--- src/rtl/vgpu_pkg.sv ---
// Shared vector-GPU types and default geometry for the register-file writeback path.
package vgpu_pkg;

  localparam int DEF_LANES      = 4;
  localparam int DEF_VREGS      = 32;
  localparam int DEF_VREG_WIDTH = 32;

  typedef logic [$clog2(DEF_VREGS)-1:0]  vreg_idx_t;
  typedef logic [DEF_VREG_WIDTH-1:0]     lane_t;
  typedef lane_t [DEF_LANES-1:0]         vreg_data_t;

  // Round-robin successor of the last winner.
  function automatic int rr_next(input int winner, input int nreq);
    return (winner + 1) % nreq;
  endfunction

endpackage

--- src/rtl/rr_arbiter.sv ---
// Combinational round-robin arbiter: searches from ptr upward (mod NREQ) for the first request.
module rr_arbiter #(
  parameter int NREQ = 3,
  parameter int PW   = $clog2(NREQ)
) (
  input  logic [NREQ-1:0] req,
  input  logic [PW-1:0]   ptr,
  output logic [NREQ-1:0] grant,
  output logic [PW-1:0]   winner,
  output logic            any
);

  always_comb begin
    grant  = '0;
    winner = '0;
    any    = 1'b0;
    for (int k = 0; k < NREQ; k++) begin
      if (!any && req[(int'(ptr) + k) % NREQ]) begin
        any                            = 1'b1;
        grant[(int'(ptr) + k) % NREQ]  = 1'b1;
        winner                         = PW'((int'(ptr) + k) % NREQ);
      end
    end
  end

endmodule

--- src/rtl/vrf_wb_arbiter.sv ---
// Shares the vector register file write port among NREQ writeback sources and
// tracks a per-vreg busy scoreboard for the issue stage.
module vrf_wb_arbiter
  import vgpu_pkg::*;
#(
  parameter int NREQ       = 3,
  parameter int LANES      = DEF_LANES,
  parameter int VREGS      = DEF_VREGS,
  parameter int VREG_WIDTH = DEF_VREG_WIDTH
) (
  input  logic                                         clk,
  input  logic                                         rst_n,
  input  logic [NREQ-1:0]                              req_valid,
  input  logic [NREQ-1:0][$clog2(VREGS)-1:0]           req_idx,
  input  logic [NREQ-1:0][LANES-1:0][VREG_WIDTH-1:0]   req_data,
  output logic [NREQ-1:0]                              req_ready,
  output logic                                         vrf_wr_valid,
  output logic [$clog2(VREGS)-1:0]                     vrf_wr_idx,
  output logic [LANES-1:0][VREG_WIDTH-1:0]             vrf_wr_data,
  input  logic                                         vrf_wr_ready,
  input  logic                                         sb_set_valid,
  input  logic [$clog2(VREGS)-1:0]                     sb_set_idx,
  output logic [VREGS-1:0]                             sb_busy
);

  localparam int PW = $clog2(NREQ);

  logic [PW-1:0]    rr_ptr;
  logic [PW-1:0]    winner;
  logic [NREQ-1:0]  grant;
  logic             any_req;
  logic             stage_free;
  logic             accept;
  logic             fire;
  logic [VREGS-1:0] sb_next;

  rr_arbiter #(.NREQ(NREQ), .PW(PW)) u_rr (
    .req    (req_valid),
    .ptr    (rr_ptr),
    .grant  (grant),
    .winner (winner),
    .any    (any_req)
  );

  assign stage_free = !vrf_wr_valid || vrf_wr_ready;
  assign fire       = vrf_wr_valid && vrf_wr_ready;
  assign accept     = any_req && stage_free;
  // Gating with rst_n keeps every source stalled while reset is held.
  assign req_ready  = (stage_free && rst_n) ? grant : '0;

  // The pointer only moves on accept, so a stalled port never rotates priority.
  always_ff @(posedge clk or negedge rst_n) begin
    if (!rst_n) begin
      vrf_wr_valid <= 1'b0;
      vrf_wr_idx   <= '0;
      vrf_wr_data  <= '0;
      rr_ptr       <= '0;
    end else if (accept) begin
      vrf_wr_valid <= 1'b1;
      vrf_wr_idx   <= req_idx[winner];
      vrf_wr_data  <= req_data[winner];
      rr_ptr       <= PW'(rr_next(int'(winner), NREQ));
    end else if (fire) begin
      vrf_wr_valid <= 1'b0;
    end
  end

  // Set is applied after clear so a freshly issued producer keeps its bit.
  always_comb begin
    sb_next = sb_busy;
    if (fire)         sb_next[vrf_wr_idx] = 1'b0;
    if (sb_set_valid) sb_next[sb_set_idx] = 1'b1;
  end

  always_ff @(posedge clk or negedge rst_n) begin
    if (!rst_n) sb_busy <= '0;
    else        sb_busy <= sb_next;
  end

endmodule
--- config.mk ---
export PLATFORM = sky130hd
export DESIGN_NAME = vrf_wb_arbiter
export DESIGN_NICKNAME = d
export VERILOG_FILES = /design/src/rtl/vgpu_pkg.sv /design/src/rtl/rr_arbiter.sv /design/src/rtl/vrf_wb_arbiter.sv
export SDC_FILE = /design/constraint.sdc
export NUM_CORES = 1
export LEC_CHECK = 0
export BUFFER_PORTS_ARGS = -buffer_cell sky130_fd_sc_hd__buf_4
export CAP_MARGIN = 20
export CORE_AREA = 2 2 224 226
export CTS_CLUSTER_DIAMETER = 120
export CTS_CLUSTER_SIZE = 28
export DETAILED_ROUTE_END_ITERATION = 10
export DIE_AREA = 0 0 226 228
export PLACE_DENSITY_LB_ADDON = 0.1
export SLEW_MARGIN = 20
export SYNTH_ARGS = -nofsm -noshare
export SYNTH_HDL_FRONTEND = slang
export SYNTH_HIERARCHICAL = 1
export SYNTH_SLANG_ARGS = --single-unit
export TNS_END_PERCENT = 50
--- constraint.sdc ---
create_clock -name clk -period 3.2 [get_ports clk]
set_clock_uncertainty 0.15 [all_clocks]
set_input_delay 0.48 -clock clk [delete_from_list [all_inputs] [get_ports clk]]
set_output_delay 0.48 -clock clk [all_outputs]
set_load 0.05 [all_outputs]
==> results of run 1 <==
worst max-delay path: stages, from the launching register on:
cell	delay (ps)
dfrtp_1	420
inv_1	90
ha_2	290
mux2i_4	300
mux2i_4	130
a311oi_1	260
o2bb2ai_1	100
and3_1	180
buf_4	190
per-stage QoR:
stage                     area, sq um  setup slack, ps  TNS (ps)  utilization (%)
after floorplan                 10100              592         0                -
after global placement          15200              286         0             30.7
after detailed placement        15200              256         0             30.7
after CTS                       15800             8.57         0             31.9
after global routing            15800            -18.7     -18.7             32.0
final                           15800              125         0             32.0
synthesized netlist by cell type, types with 2 or more instances:
library cell,count
a21oi_1,140
a31oi_1,64
a31oi_2,70
and3_1,4
buf_1,9
buf_2,41
buf_4,2
buf_6,20
clkbuf_1,20
dfrtp_1,168
ha_1,5
inv_1,5
mux2_1,19
mux2_2,116
mux2i_4,2
nand2_1,270
nand2b_1,4
nand3_1,5
nand3b_1,8
nand4b_1,2
nor2_1,6
nor2b_1,2
o21ai_0,64
or3_1,2
or3b_2,6
worst max-delay path by stage:
stage	end	slack [ps]	from
floorplan	vrf_wr_data[24]	590	rr_ptr[0]
global placement	vrf_wr_data[71]	290	rr_ptr[1]
detailed placement	vrf_wr_data[53]	260	rr_ptr[0]
CTS	req_ready[0]	9	rr_ptr[0]
global route	req_ready[0]	-20	rr_ptr[1]
finish	req_ready[0]	120	rr_ptr[1]
per-layer routing:
layer  wire (um)  up-vias
met3        2740       42
met2       24900      307
li1            -     4921
met1       19000     5066
met4         875        0
met5           0        -
kinds of logic (layout without fill, tap and decap cells):
| group | count (synthesis) | in the layout | synth area share, % |
|---|---|---|---|
| buffers and inverters | 99 | 642 | 5.82 |
| AO/OA/AOI/OAI | 349 | 349 | 23.5 |
| adder cells (fa/ha/maj) | 5 | 5 | 0.616 |
| other | 0 | 2 | 0 |
| flip-flops | 168 | 168 | 41.4 |
| multiplexers | 138 | 138 | 15.5 |
| AND/OR/NAND/NOR | 316 | 316 | 13.1 |
power groups by stage:
stage | sequential (W) | clock [W] | combinational, W
after floorplan | 0.00758 | 0 | 0.00519
after global placement | 0.00398 | 0 | 0.0129
after detailed placement | 0.00399 | 0 | 0.0130
after CTS | 0.00398 | 0.00230 | 0.0130
after global routing | 0.00411 | 0.00237 | 0.0136
final | 0.00397 | 0.00221 | 0.0128
cells in the final DEF (no fill, tap or decap), types with 8 or more instances in the layout:
| cell type | count |
|---|---|
| a31oi_2 | 70 |
| clkbuf_16 | 17 |
| a21oi_1 | 139 |
| mux2_2 | 116 |
| buf_12 | 14 |
| nand2_1 | 270 |
| mux2_1 | 19 |
| a31oi_1 | 64 |
| dfrtp_1 | 168 |
| nand3b_1 | 8 |
| buf_4 | 589 |
| o21ai_0 | 64 |
state kept, by name, indices dropped and copies added (netlist names):
register      count
sb_busy          32
vrf_wr_idx        5
rr_ptr            2
vrf_wr_valid      1
vrf_wr_data     128
layout make-up:
cell class,count,area [sq um],share of cell area (%)
clock inverters,7,120,0.761
well taps,672,841,5.33
flip-flops and latches,168,4200,26.7
repair buffers,605,4720,29.9
inverters,6,25.0,0.159
multi-input cells,808,5390,34.2
clock buffers,24,462,2.93
diodes,2,5.00,0.0317
repair_timing:
action | CTS | global route
gates resized for setup | 1 | 2
endpoints found under the hold margin | 109 | 0
setup endpoints to repair | 1 | 3
hold buffers | 1 | 0
==> run summary, run 1 <==
F_max: 325 MHz
Maximum fanout along the worst path: 8
RR Startpoint: rr_ptr[0]
Sw Share: 53.2%
Post-Place Cells: 2258
Post-synth top area share: 41.4%
Detailed Route Iter0 Violations: 410
I/O pin count: 580
RSZ-0062 raised after global routing: true
CTS Buffer Depth: 2
Part of the power in combinational logic: 67.4%
Async set or reset register ratio after synthesis: 100%
Yosys cell types: 46
Top cells by area, synth: dfrtp_1 41%, mux2_2 13%, nand2_1 10%
GRT busiest layer: met2
Met3 usage: 4.95%
Overall die area: 51500 sq um
Clk pwr share: 11.6%
Core box area: 49300 sq um
Residual DRC count: 0
Share of layout cells above drive strength 1: 51.5%
Fillers: 5244
Worst hold slack: 101 ps
Clock H-tree levels: 4
Crit start category: flip-flop
Post-route clock period utilization: 96.1%
Post-synth EDFFs: 0
Fin cells: 2292
Worst EP required: 2570 ps
GRT overflow: 0
Sequential-to-total area share from yosys stat: 41.4%
Ys flop type: dfrtp_1
Vias in the first global route: 10700
Syn nets: 1491
Initial DRT Pass Iterations: 4
First-pass GRT wire length: 69.7 mm
Final wirelength: 47.5 mm
Buffers on Ports: 579
Crit path time final: 3080 ps
Initial core utilization: 20.6%
Hold Crit Class: primary input to flip-flop
Syn Area/Cell: 9.44 sq um
Mapped Cells: 1075
CTS Buf Count: 17
Slew Limit Fails: 0
Setup Viol. Count Final: 0
Maximum vdd drop: 0.680 mV
PD cells: 1200 nW/um^2
GRT Resource Usage Total: 18.2%
WL per Instance: 20.7 um
Dpl hpwl: 34.1 mm
Vias per std cell: 4.51
Clk pin slew, worst setup/hold paths: 80 ps
Sequential Power Share: 20.9%
Chip height: 228 um
CP Data Arrival Time: 2450 ps
R2R Setup Slk: 350 ps
Cell accounting for the most synthesized area: dfrtp_1
# nets final: 2022
Hold Path Stages: 3
Clock Root Buffer: clkbuf_16
Worst Hold End: vrf_wr_data[95]
Num rows: 82
Area Overhead vs Synth: 55.4%
Ys Warns: 6
Die Span X: 226 um
Mapped Area: 10100 sq um
CTS tree: yes
FF-to-FF path depth: 11
Internal Power: 0.00888 W
Final GP Congestion: 0.837
P_leak: 6.93 nW
Max-cap violation count: 0
Pwr Total: 0.0190 W
Setup crit end kind: primary output
Pin count of the biggest net entering global routing: 135
Post-route ant nets: 0
Post-CTS repair timing setup buffer count: 0
Net Sw Power: 0.0101 W
Global-route met2 utilization: 32.3%
Via count: 10300
Clk_lat worst skew: 480 ps
Final Hold Viols: 0
Kind of critical path: flip-flop to primary output
Hold Crit Start: req_data[351]
Slew @ Worst Pin: 956 ps
Initial antenna violation count: 2
Status: finished, final reports clean
Met1 Use GR: 21.1%
Relative slew slack: 36.3%
Worst flop-to-flop path endpoint: vrf_wr_data[53]
Clock Sinks: 168
Yosys reg bits: 168
(Power assumes the default switching activity.)
==> run 2: changes to the inputs <==
--- a/config.mk
+++ b/config.mk
@@ -7,15 +7,15 @@
 export LEC_CHECK = 0
 export BUFFER_PORTS_ARGS = -buffer_cell sky130_fd_sc_hd__buf_4
 export CAP_MARGIN = 20
-export CORE_AREA = 2 2 224 226
+export CORE_AREA = 2 2 225 227
 export CTS_CLUSTER_DIAMETER = 120
 export CTS_CLUSTER_SIZE = 28
 export DETAILED_ROUTE_END_ITERATION = 10
-export DIE_AREA = 0 0 226 228
+export DIE_AREA = 0 0 227 229
+export GPL_ROUTABILITY_DRIVEN = 0
 export PLACE_DENSITY_LB_ADDON = 0.1
 export SLEW_MARGIN = 20
 export SYNTH_ARGS = -nofsm -noshare
 export SYNTH_HDL_FRONTEND = slang
-export SYNTH_HIERARCHICAL = 1
 export SYNTH_SLANG_ARGS = --single-unit
 export TNS_END_PERCENT = 50
==> constraint.sdc (replaced) <==
create_clock -name clk -period 3.2 [get_ports clk]
set_clock_uncertainty 0.15 [all_clocks]
set_input_delay 0.48 -clock clk [delete_from_list [all_inputs] [get_ports clk]]
set_output_delay 0.48 -clock clk [all_outputs]
set_load 0.01 [all_outputs]
==> run 2 against run 1 <==
Fmax down 1.3%. Critical path type unchanged. Flip-flop and latch count unchanged. Via count up 23%. Sequential share of layout area down 2.1 points. Synthesized area up 9.0%. Cell count up 8.5%. Die area up 0.88%. Non-clock buffer count up 43. Power up 1.6%. Hold slack better by 45 ps. Setup slack worse by 40 ps.
==> run summary, run 2 <==
Status: finished, final reports clean
Crit start category: flip-flop
Metal-1 WL: 24.2 mm (+27%)
R2R Setup Slk: 180 ps (-170 ps)
Relative slew slack: 44.7% (+8.4 points)
Met2 WL post-DR: 29.0 mm (+17%)
WL per Instance: 24.1 um (+16%)
Ys flop type: dfrtp_1
Top cells by area, synth: dfrtp_1 38%, a211oi_1 9.2%, o31ai_1 9.2%
Biggest regs: vrf_wr_data (128), sb_busy (32), vrf_wr_idx (5)
CP Data Arrival Time: 2480 ps (+30 ps)
Cell accounting for the most synthesized area: dfrtp_1
Post-synth top area share: 38.0% (-3.4 points)
Clock Sinks: 168 (unchanged)
Pwr Total: 0.0193 W (+1.6%)
Slew Limit Fails: 0 (unchanged)
Worst flop-to-flop path endpoint: vrf_wr_data[47]
Initial core utilization: 22.3% (+1.7 points)
Num rows: 82 (unchanged)
First-pass GRT wire length: 86.0 mm (+23%)
Post-Place Cells: 2435 (+7.8%)
Max-cap violation count: 0 (unchanged)
Syn Area/Cell: 8.61 sq um (-8.8%)
Core box area: 49700 sq um (+0.62%)
Share of layout cells above drive strength 1: 42.1% (-9.4 points)
CP Capture Point: req_ready[1]
Maximum fanout along the worst path: 4 (-4)
CTS Buf Count: 17 (unchanged)
Clk pin slew, worst setup/hold paths: 80 ps (about the same)
Yosys cell types: 40 (-13%)
Residual DRC count: 0 (unchanged)
Initial antenna violation count: 11 (+9)
Setup WS pre-CTS: 82.6 ps (-173 ps)
Post-route ant nets: 0 (unchanged)
Ys Warns: 0 (-6)
Largest Register: vrf_wr_data
Mapped Area: 11100 sq um (+9.0%)
I/O pin count: 580 (unchanged)
Post-route clock period utilization: 97.3% (+1.2 points)
Slew @ Worst Pin: 830 ps (-126 ps)
Chip height: 229 um (+0.44%)
Final Core Density: 34.5% (+2.6 points)
Final wirelength: 59.9 mm (+26%)
Setup crit end kind: primary output
Detailed Route Iter0 Violations: 768 (+87%)
Uppermost layer routed: met5
Clock Root Buffer: clkbuf_16
Worst EP required: 2570 ps (about the same)
Final Hold Viols: 0 (unchanged)
Met3 Routed Length: 5.27 mm (+92%)
Vias in the first global route: 12800 (+19%)
Async set or reset register ratio after synthesis: 100% (unchanged)
Max reg flops: 128 (unchanged)
Pin count of the biggest net entering global routing: 117 (-13%)
Overall die area: 52000 sq um (+0.88%)
Setup tns final: 0 ps (unchanged)
Vias per std cell: 5.10 (+13%)
P_leak: 7.75 nW (+12%)
Maximum vdd drop: 0.605 mV (-11%)
Worst setup startpoint: rr_ptr[1]
GRT Resource Usage Total: 22.4% (+4.1 points)
# nets final: 2211 (+9.3%)
Hold Crit Class: primary input to flip-flop
Yosys reg bits: 168 (unchanged)
Highest-count cells in the layout ignoring fill and taps: 620 x buf_4, 168 x dfrtp_1, 148 x nand2_1, 137 x inv_1, 137 x nor3_1
Clock H-tree levels: 4 (unchanged)
Post-synth EDFFs: 0 (unchanged)
PD cells: 1120 nW/um^2 (-6.6%)
Top cells by count, synth: 168 x dfrtp_1, 149 x nand2_1, 137 x inv_1, 137 x nor3_1
FF-to-FF path depth: 10 (-1)
Via count: 12700 (+23%)
Kind of critical path: flip-flop to primary output
GRT overflow: 0 (unchanged)
Initial DRT Pass Iterations: 5 (+1)
Commonest non-fill, non-tap cell in the layout: buf_4
Area Overhead vs Synth: 55.0%
Buffers on Ports: 579 (unchanged)
Crit path setup slack, layout: 85.3 ps (-39.7 ps)
Sequential-to-total area share from yosys stat: 38.0% (-3.4 points)
Fin cells: 2486 (+8.5%)
CTS Buffer Depth: 2 (unchanged)
Mapped Cells: 1285 (+20%)
Top-count cell post-synth: dfrtp_1
RR Startpoint: rr_ptr[1]
Crit path time final: 3110 ps (+39.7 ps)
CTS tree: yes
Setup Viol. Count Final: 0 (unchanged)
Dpl hpwl: 41.3 mm (+21%)
Syn nets: 1700 (+14%)
F_max: 321 MHz (-1.3%)
Die Span X: 227 um (+0.44%)
Clk_lat worst skew: 500 ps (+20 ps)
-- run 2: power breakdown --
group	total [W]	leakage, nW	switching [W]	internal (W)
registers	0.00399	2.04	0.000711	0.00327
logic	0.0131	5.43	0.00759	0.00549
clock network	0.00222	0.277	0.00111	0.00110
-- run 2: worst min-delay path by stage --
stage | slack, ps | to | from | cells past startpoint
floorplan | 30 | rr_ptr[0] | rst_n | 0
global placement | 310 | vrf_wr_data[101] | vrf_wr_data[101] | 2
detailed placement | 320 | vrf_wr_data[8] | vrf_wr_data[8] | 2
CTS | 110 | vrf_wr_data[68] | req_data[324] | 3
global route | 130 | vrf_wr_data[28] | req_data[284] | 3
finish | 150 | vrf_wr_idx[0] | req_idx[10] | 3
-- run 2: repair_timing --
action                     4_1_cts  5_1_grt
gates resized for setup          9        6
setup endpoints to repair        3        6
setup buffers                    6        4
pin swaps                        2        2
hold endpoints to repair        12        0
hold buffers                     1        0
cloned                           3        0
-- run 2: kinds of logic after synthesis --
group,synth area share (%)
AO/OA/AOI/OAI,36.5
AND/OR/NAND/NOR,13.8
buffers and inverters,11.0
flip-flops,38.0
adder cells (fa/ha/maj),0.452
multiplexers,0.192
-- run 2: cell type report --
type,count,area (sq um)
Tap cell,672,841
Fill cell,5283,32500
Timing Repair Buffer,648,5230
Sequential cell,168,4200
Clock inverter,14,155
Multi-Input combinational cell,824,5770
Clock buffer,18,429
Antenna cell,5,12.5
Inverter,137,514
-- run 2: per-stage QoR --
step,hold WS (ps),cell area [sq um]
after global routing,135,17200
after global placement,311,16300
after CTS,106,17100
after detailed placement,317,16300
after floorplan,34.4,11100
final,146,17200
-- run 2: per-layer routing --
layer / up-vias / global-route usage, %
li1: 5879 / -
met1: 6260 / 27.3
met2: 465 / 36.7
met3: 66 / 7.67
met4: 10 / 7.56
met5: - / 0
-- run 2: worst max-delay path, stage by stage, from the launching register on --
cell	delay [ps]
dfrtp_1	410
inv_1	90
ha_2	200
mux2i_1	250
or3b_4	420
o21ai_2	90
nand2_2	90
a211oi_4	290
buf_6	150
